<file path="config.mk">
export PLATFORM = sky130hd
export DESIGN_NAME = seq_mul_unit
export DESIGN_NICKNAME = d
export VERILOG_FILES = /design/src/rtl/seq_mul_unit.sv
export SDC_FILE = /design/constraint.sdc
export NUM_CORES = 1
export LEC_CHECK = 0
export CAP_MARGIN = 0
export CELL_PAD_IN_SITES_DETAIL_PLACEMENT = 1
export CELL_PAD_IN_SITES_GLOBAL_PLACEMENT = 1
export CORE_UTILIZATION = 39
export CTS_CLUSTER_DIAMETER = 80
export DETAILED_ROUTE_END_ITERATION = 7
export MAX_ROUTING_LAYER = met4
export PLACE_DENSITY = 0.75
export SLEW_MARGIN = 0
export SYNTH_ARGS = -nofsm -noshare
export SYNTH_HDL_FRONTEND = slang
export SYNTH_SLANG_ARGS = --single-unit
</file>
<file path="constraint.sdc">
create_clock -name clk -period 2.4 [get_ports clk]
set_clock_uncertainty 0.2 [all_clocks]
set_input_delay 0.48 -clock clk [delete_from_list [all_inputs] [get_ports clk]]
set_output_delay 0.48 -clock clk [all_outputs]
set_load 0.01 [all_outputs]
</file>
<file path="src/rtl/seq_mul_unit.sv">
// seq_mul_unit: sequential shift-add multiplier with valid/ready handshakes.
// Define SEQ_MUL_UNIT_ACC_EN to add the acc_clr/acc_out product accumulator.
module seq_mul_unit #(
  parameter int WIDTH = 6,
  parameter int SIGNED = 0
) (
  input  logic               clk,
  input  logic               rst,
  input  logic               in_valid,
  output logic               in_ready,
  input  logic [WIDTH-1:0]   x,
  input  logic [WIDTH-1:0]   y,
  output logic               out_valid,
  input  logic               out_ready,
  output logic [2*WIDTH-1:0] mul_out,
  output logic               busy
`ifdef SEQ_MUL_UNIT_ACC_EN
  ,
  input  logic               acc_clr,
  output logic [2*WIDTH+7:0] acc_out
`endif
);
  localparam int PW = 2 * WIDTH;
  localparam int CW = $clog2(WIDTH);
  typedef enum logic [1:0] {IDLE, BUSY, DONE} state_t;
  state_t state, state_nx;
  logic [CW-1:0] cnt;
  logic [PW-1:0] ma, p, sum;
  logic [WIDTH-1:0] mb, xm, ym;
  logic neg, sx, sy, last, accept;
  // Operands are stored as magnitudes; the sign is reapplied once at the end.
  always_comb begin
    sx = (SIGNED != 0) && x[WIDTH-1];
    sy = (SIGNED != 0) && y[WIDTH-1];
    xm = sx ? -x : x;
    ym = sy ? -y : y;
    sum = p + (mb[0] ? ma : '0);
    last = cnt == CW'(WIDTH - 1);
    in_ready = state == IDLE;
    busy = state == BUSY;
    out_valid = state == DONE;
    accept = in_valid && in_ready;
    state_nx = accept ? BUSY :
               (busy && last) ? DONE :
               (out_valid && out_ready) ? IDLE : state;
  end
  always_ff @(posedge clk or posedge rst) begin
    if (rst) begin
      state <= IDLE;
      cnt <= '0;
      ma <= '0;
      mb <= '0;
      p <= '0;
      neg <= 1'b0;
      mul_out <= '0;
    end else begin
      state <= state_nx;
      if (accept) begin
        ma <= {{WIDTH{1'b0}}, xm};
        mb <= ym;
        neg <= sx ^ sy;
        p <= '0;
        cnt <= '0;
      end else if (busy) begin
        p <= sum;
        ma <= ma << 1;
        mb <= mb >> 1;
        cnt <= cnt + 1'b1;
        if (last) mul_out <= neg ? -sum : sum;
      end
    end
  end
`ifdef SEQ_MUL_UNIT_ACC_EN
  logic [PW+7:0] ext;
  assign ext = (SIGNED != 0) ? {{8{mul_out[PW-1]}}, mul_out} : {8'd0, mul_out};
  always_ff @(posedge clk or posedge rst) begin
    if (rst) acc_out <= '0;
    else acc_out <= acc_clr ? '0 : (out_valid && out_ready) ? acc_out + ext : acc_out;
  end
`endif
endmodule

</file>
# Word-level counts from Yosys, hierarchy flattened
# Index checks and enable logic that the tools add are counted.
[op_classes]
eq_ne = 3
n_bitwise = 1
muxes = 12
n_reduce_logical = 7
addsub = 2
[op_table]
columns = ["operator", "count"]
rows = [
  ["$mux 12", 5],
  ["$add 12x12->12", 1],
  ["$mux 6", 2],
  ["$mux 2", 3],
  ["$mux 3", 2],
  ["$add 3x1->3 const B", 1],
  ["$eq 3x3->1 const B", 1],
  ["$logic_and 1x1->1", 3],
  ["$reduce_and 3->1", 1],
  ["$reduce_bool 3->1", 1],
  ["$eq 2x1->1 const B", 1],
  ["$eq 2x2->1 const B", 1],
  ["$logic_not 2->1", 1],
  ["$reduce_bool 2->1", 1],
  ["$not 1->1", 1],
]
[totals]
ff_bits = 47

# Depth between registers and ports, before layout
# Gate-level depths: netlist of the first run.
[depth]
depth_word = 5
depth_mapped = 9

# Worst setup path before layout of the first run
# No wires, ideal clock.
[synth_timing]
path_type = "register to register"
startpoint = "reg mb[0]"
endpoint = "reg p[10]"
synth_period_minus_slack_ns = 2.354
arrival_time_ns = 2.025
setup_slack_ns = 0.046
stages_incl_launch_ff = 9
path_cell_list = "dfrtp_1 -> clkbuf_1 -> and2_1 -> fa_1 -> a21o_1 -> a221oi_2 -> o31ai_2 -> xnor2_1 -> o21ai_1"
[synth_via]
elab_chain_len = 4
[synth_lines]
columns = ["item", "line", "rtl"]
rows = [
  ["from (decl)", "29", "logic [WIDTH-1:0] mb, xm, ym;"],
  ["from (signal assigned)", "60", "mb <= ym;"],
  ["from (signal assigned)", "67", "mb <= mb >> 1;"],
  ["$mux 12", "37", "sum = p + (mb[0] ? ma : '0);"],
  ["$add 12x12->12", "37", ""],
  ["$mux 12", "64", "end else if (busy) begin"],
  ["$mux 12", "58", "if (accept) begin"],
  ["to (signal assigned)", "65", "p <= sum;"],
  ["to (decl)", "28", "logic [PW-1:0] ma, p, sum;"],
]
# Every way passes these cells. The select of a mux whose other input is x is not followed.
# A chain may end at the register's enable or synchronous reset.

# Final worst setup path of the first run
[layout_timing]
startpoint = "reg mb[0]"
endpoint = "reg mul_out[10]"
[layout_via]
elab_chain_len = 2
[layout_lines]
columns = ["item", "line", "rtl"]
rows = [
  ["$mux 12", "37", ""],
  ["$add 12x12->12", "37", ""],
  ["to (signal assigned)", "69", "if (last) mul_out <= neg ? -sum : sum;"],
  ["to (decl)", "15", "output logic [2*WIDTH-1:0] mul_out,"],
]
# Every way passes these cells.

==> flow_metrics.tcl, run 1 <==
set metrics [dict create \
    cp_cell_sequence "and2_4 -> ha_4 -> fa_2 -> a21o_1 -> a221oi_2 -> buf_4 -> o31ai_2 -> xnor2_1 -> o21ai_1" \
    outcome "finished clean" \
    yosysUniqueCellTypes 39 \
    syn_to_final_growth_pct 26.84 \
    cts_htree_levels 2 \
    routedWlPerCell_um 17.49 \
    worstMarginPinSlew_ns 0.4418 \
    ctsHoldBuffers 0 \
    io_pins 31 \
    viasPerCell 5.617 \
    peakVddDrop_mv 0.5574 \
    synth_area_um2 2587 \
    dp_cells 378 \
    antenna_cells 0 \
    ys_ff_latch 47 \
    grt_pass1_wl_um 11330 \
    ys_warn_count 0 \
    dr.pass1.iters 4 \
    grt_pass1_vias 2278 \
    rows 29 \
    vias 2185 \
    core_area_um2 6386 \
    yosysTopAreaCellShare 0.4545 \
    netlist_instances 271 \
    finalCritPeriodShare 0.9801 \
    hpwl_um 4599 \
    period_needed_ns 2.352 \
    worstReg2RegEnd "mul_out[10]" \
    finalHoldViolCount 0 \
    nets 341 \
    antenna_found_initial 0 \
    grt_max_degree 48 \
    first_iter_violations 81 \
    placed_cell_area_um2 3064 \
    worstSkewPairLatency_ns 0.31 \
    syn_avg_cell_area_um2 9.548 \
    die_h_um 83.45 \
    start_util 0.4052 \
    dieArea_um2 6964 \
    min_to "mul_out[11]" \
    synthTopCellsByArea "dfrtp_1, ha_1, o21ai_0" \
    yosys.area_share.simple 0.1615 \
    portBuffers 30 \
    final_cells 389 \
    powerDensity_nw_per_um2 1090 \
    synth_compound_area_frac 0.2374 \
    critical_path_class "register to register" \
    drt_wl_total_um 6805 \
    ant_nets 0 \
    cp_data_arrival_time_ns 2.34 \
    synth_top_family_by_area "compound AO/OA/AOI/OAI gates" \
    start_kind "register" \
    synth.area.mux_share 0.008704 \
    r2r_start "mb[0]" \
    cts_buffer_depth 2 \
    synth_seq_area_share 0.4545 \
    final_area_um2 3282 \
    cp_slowest_cell "dfrtp_1" \
    drive_gt1_frac 0.1571 \
    synthAdderAreaFrac 0.07060 \
    fill_cells 730 \
    max_freq_mhz 425.1 \
    cts.sinks 47 \
    clk_pin_slew_ns 0.09 \
    synth_top_cell_by_area "dfrtp_1" \
    hold_start "mul_out[11]" \
    reg2reg_depth 9 \
    synth_xor_area_frac 0.03046 \
    synth_nets 301 \
    total_power_mw 3.578 \
    synthFlopType "dfrtp_1" \
    grt_overflow 0 \
    root_buffer "clkbuf_8" \
    slew_violations 0 \
    cpPeakStageDelay_ns 0.42 \
    min_path_cells 2 \
    tritoncts "done" \
    setup_viol 0 \
    die_w_um 83.45 \
    cp-end-kind "register" \
    gp_congestion 0.7922 \
    cap_violations 0 \
    grt_use_total 0.2093 \
    whs_ns 0.2855 \
    worst-path-max-fanout 4 \
    p_leak_nw 1.413 \
    cts-buffers-inserted 5 \
    r2r_setup_slack_ns 0.05 \
    async_reset_ff_frac 1.000 \
    slew-limit-headroom 0.7037 \
    synth-edff-count 0 \
    rsz0062_at_grt "yes" \
    drc 0 \
    cp.required_ns 2.38 \
    hold_path.class "register to register" \
]
-- worst max-delay path by stage --
stage	start	endpoint	slack (ns)
4_1_cts	mb[0]	p[11]	0.004
6_report	mb[0]	mul_out[10]	0.05
5_1_grt	mb[0]	mul_out[10]	-0.1
2_1_floorplan	mb[0]	p[10]	0.05
3_3_place_gp	ma[0]	mul_out[10]	0.05
3_5_place_dp	mb[0]	mul_out[10]	-0.04
-- what timing repair did --
item                                   in CTS  in global routing
gates resized for setup                     3                 10
endpoints found under the hold margin       0                  0
setup buffers                               2                  1
gates cloned                                0                  0
setup endpoints to repair                   5                 11
pin swaps                                   2                  4
-- worst max-delay path: cells and delay by family (launching register included) --
family,cells,cell delay [ns]
adder cells (fa/ha/maj),2,0.51
buffers and inverters,1,0.17
flip-flops,1,0.42
XOR/XNOR,1,0.18
AND/OR/NAND/NOR,1,0.16
AO/OA/AOI/OAI,4,0.60
-- per-stage QoR --
stage,setup TNS [ns],setup slack [ns],utilization
after floorplan,0,0.04572,-
after global placement,0,0.04610,0.4798
after detailed placement,-0.05756,-0.03970,0.4798
after CTS,0,0.003523,0.5033
after global routing,-0.5942,-0.09566,0.5139
final,0,0.04772,0.5139
-- cells by family (layout without fill, tap and decap cells) --
group	Yosys count	count (layout)
AOI/OAI and AO/OA	96	96
and+or+nand+nor	80	80
DFF	47	47
buffers and inverters	23	64
adders and majority gates	14	14
xor gates and xnor gates	9	9
muxes	2	2
-- area by class of cell --
cell class,instances,area [um^2],share of cell area
well taps,77,96.34,0.02936
inverters,6,22.52,0.006862
flip-flops and latches,47,1176,0.3584
multi-input cells,201,1390,0.4236
clock inverters,2,35.03,0.01067
clock buffers,6,82.58,0.02516
repair buffers,50,479.2,0.1460
-- layer usage --
| layer | global-route usage | vias up | part of all wire |
|---|---|---|---|
| met5 | - | - | 0 |
| met4 | 0.04622 | 0 | 0.0051 |
| met3 | 0.04550 | 7 | 0.027 |
| met2 | 0.3458 | 32 | 0.52 |
| met1 | 0.2656 | 1101 | 0.44 |
| li1 | - | 1045 | - |
-- Yosys cell counts, types with 6 or more instances --
library cell	n
dfrtp_1	47
nand2_1	33
o21ai_0	26
a21oi_1	22
nor2b_1	14
ha_1	13
and2_1	12
a22oi_1	10
clkbuf_1	10
a22o_1	9
buf_2	7
o21ai_1	6
-- cell usage in the layout, fill, tap and decap left out, types with 3 or more instances in the layout --
cell type | Yosys | layout
clkdlybuf4s50_1 | 0 | 30
a211oi_1 | 3 | 3
a21o_1 | 3 | 3
buf_4 | 0 | 17
o21ai_1 | 6 | 6
ha_1 | 13 | 7
o21ai_0 | 26 | 26
a21oi_1 | 22 | 21
nor2b_1 | 14 | 14
nand3_1 | 5 | 5
a22oi_1 | 10 | 10
and2_1 | 12 | 11
nor2_1 | 5 | 5
nand2_1 | 33 | 33
clkbuf_8 | 0 | 6
ha_4 | 0 | 4
xor2_1 | 5 | 5
inv_1 | 5 | 4
xnor2_1 | 4 | 4
dfrtp_1 | 47 | 47
o211ai_1 | 4 | 4
a22o_1 | 9 | 9
-- registers in the layout (all words and copies together) (netlist names) --
| signal | cells |
|---|---|
| ma | 12 |
| cnt | 3 |
| p | 12 |
| mb | 6 |
| mul_out | 12 |
| state | 2 |
-- power breakdown --
| part | total, mW | leakage [nW] | internal (mW) | switching [mW] |
|---|---|---|---|---|
| clock | 0.623 | 0.0612 | 0.338 | 0.285 |
| combinational | 1.66 | 0.736 | 0.782 | 0.876 |
| sequential | 1.30 | 0.616 | 1.07 | 0.226 |
(Power assumes the default switching activity.)
==> run 2, diff against run 1 <==
--- a/config.mk
+++ b/config.mk
@@ -13,7 +13,6 @@
 export DETAILED_ROUTE_END_ITERATION = 7
 export MAX_ROUTING_LAYER = met4
 export PLACE_DENSITY = 0.75
-export SLEW_MARGIN = 0
 export SYNTH_ARGS = -nofsm -noshare
 export SYNTH_HDL_FRONTEND = slang
 export SYNTH_SLANG_ARGS = --single-unit
==> results of run 2 <==
The final DEF is identical to that of run 1; final timing and power are the same.
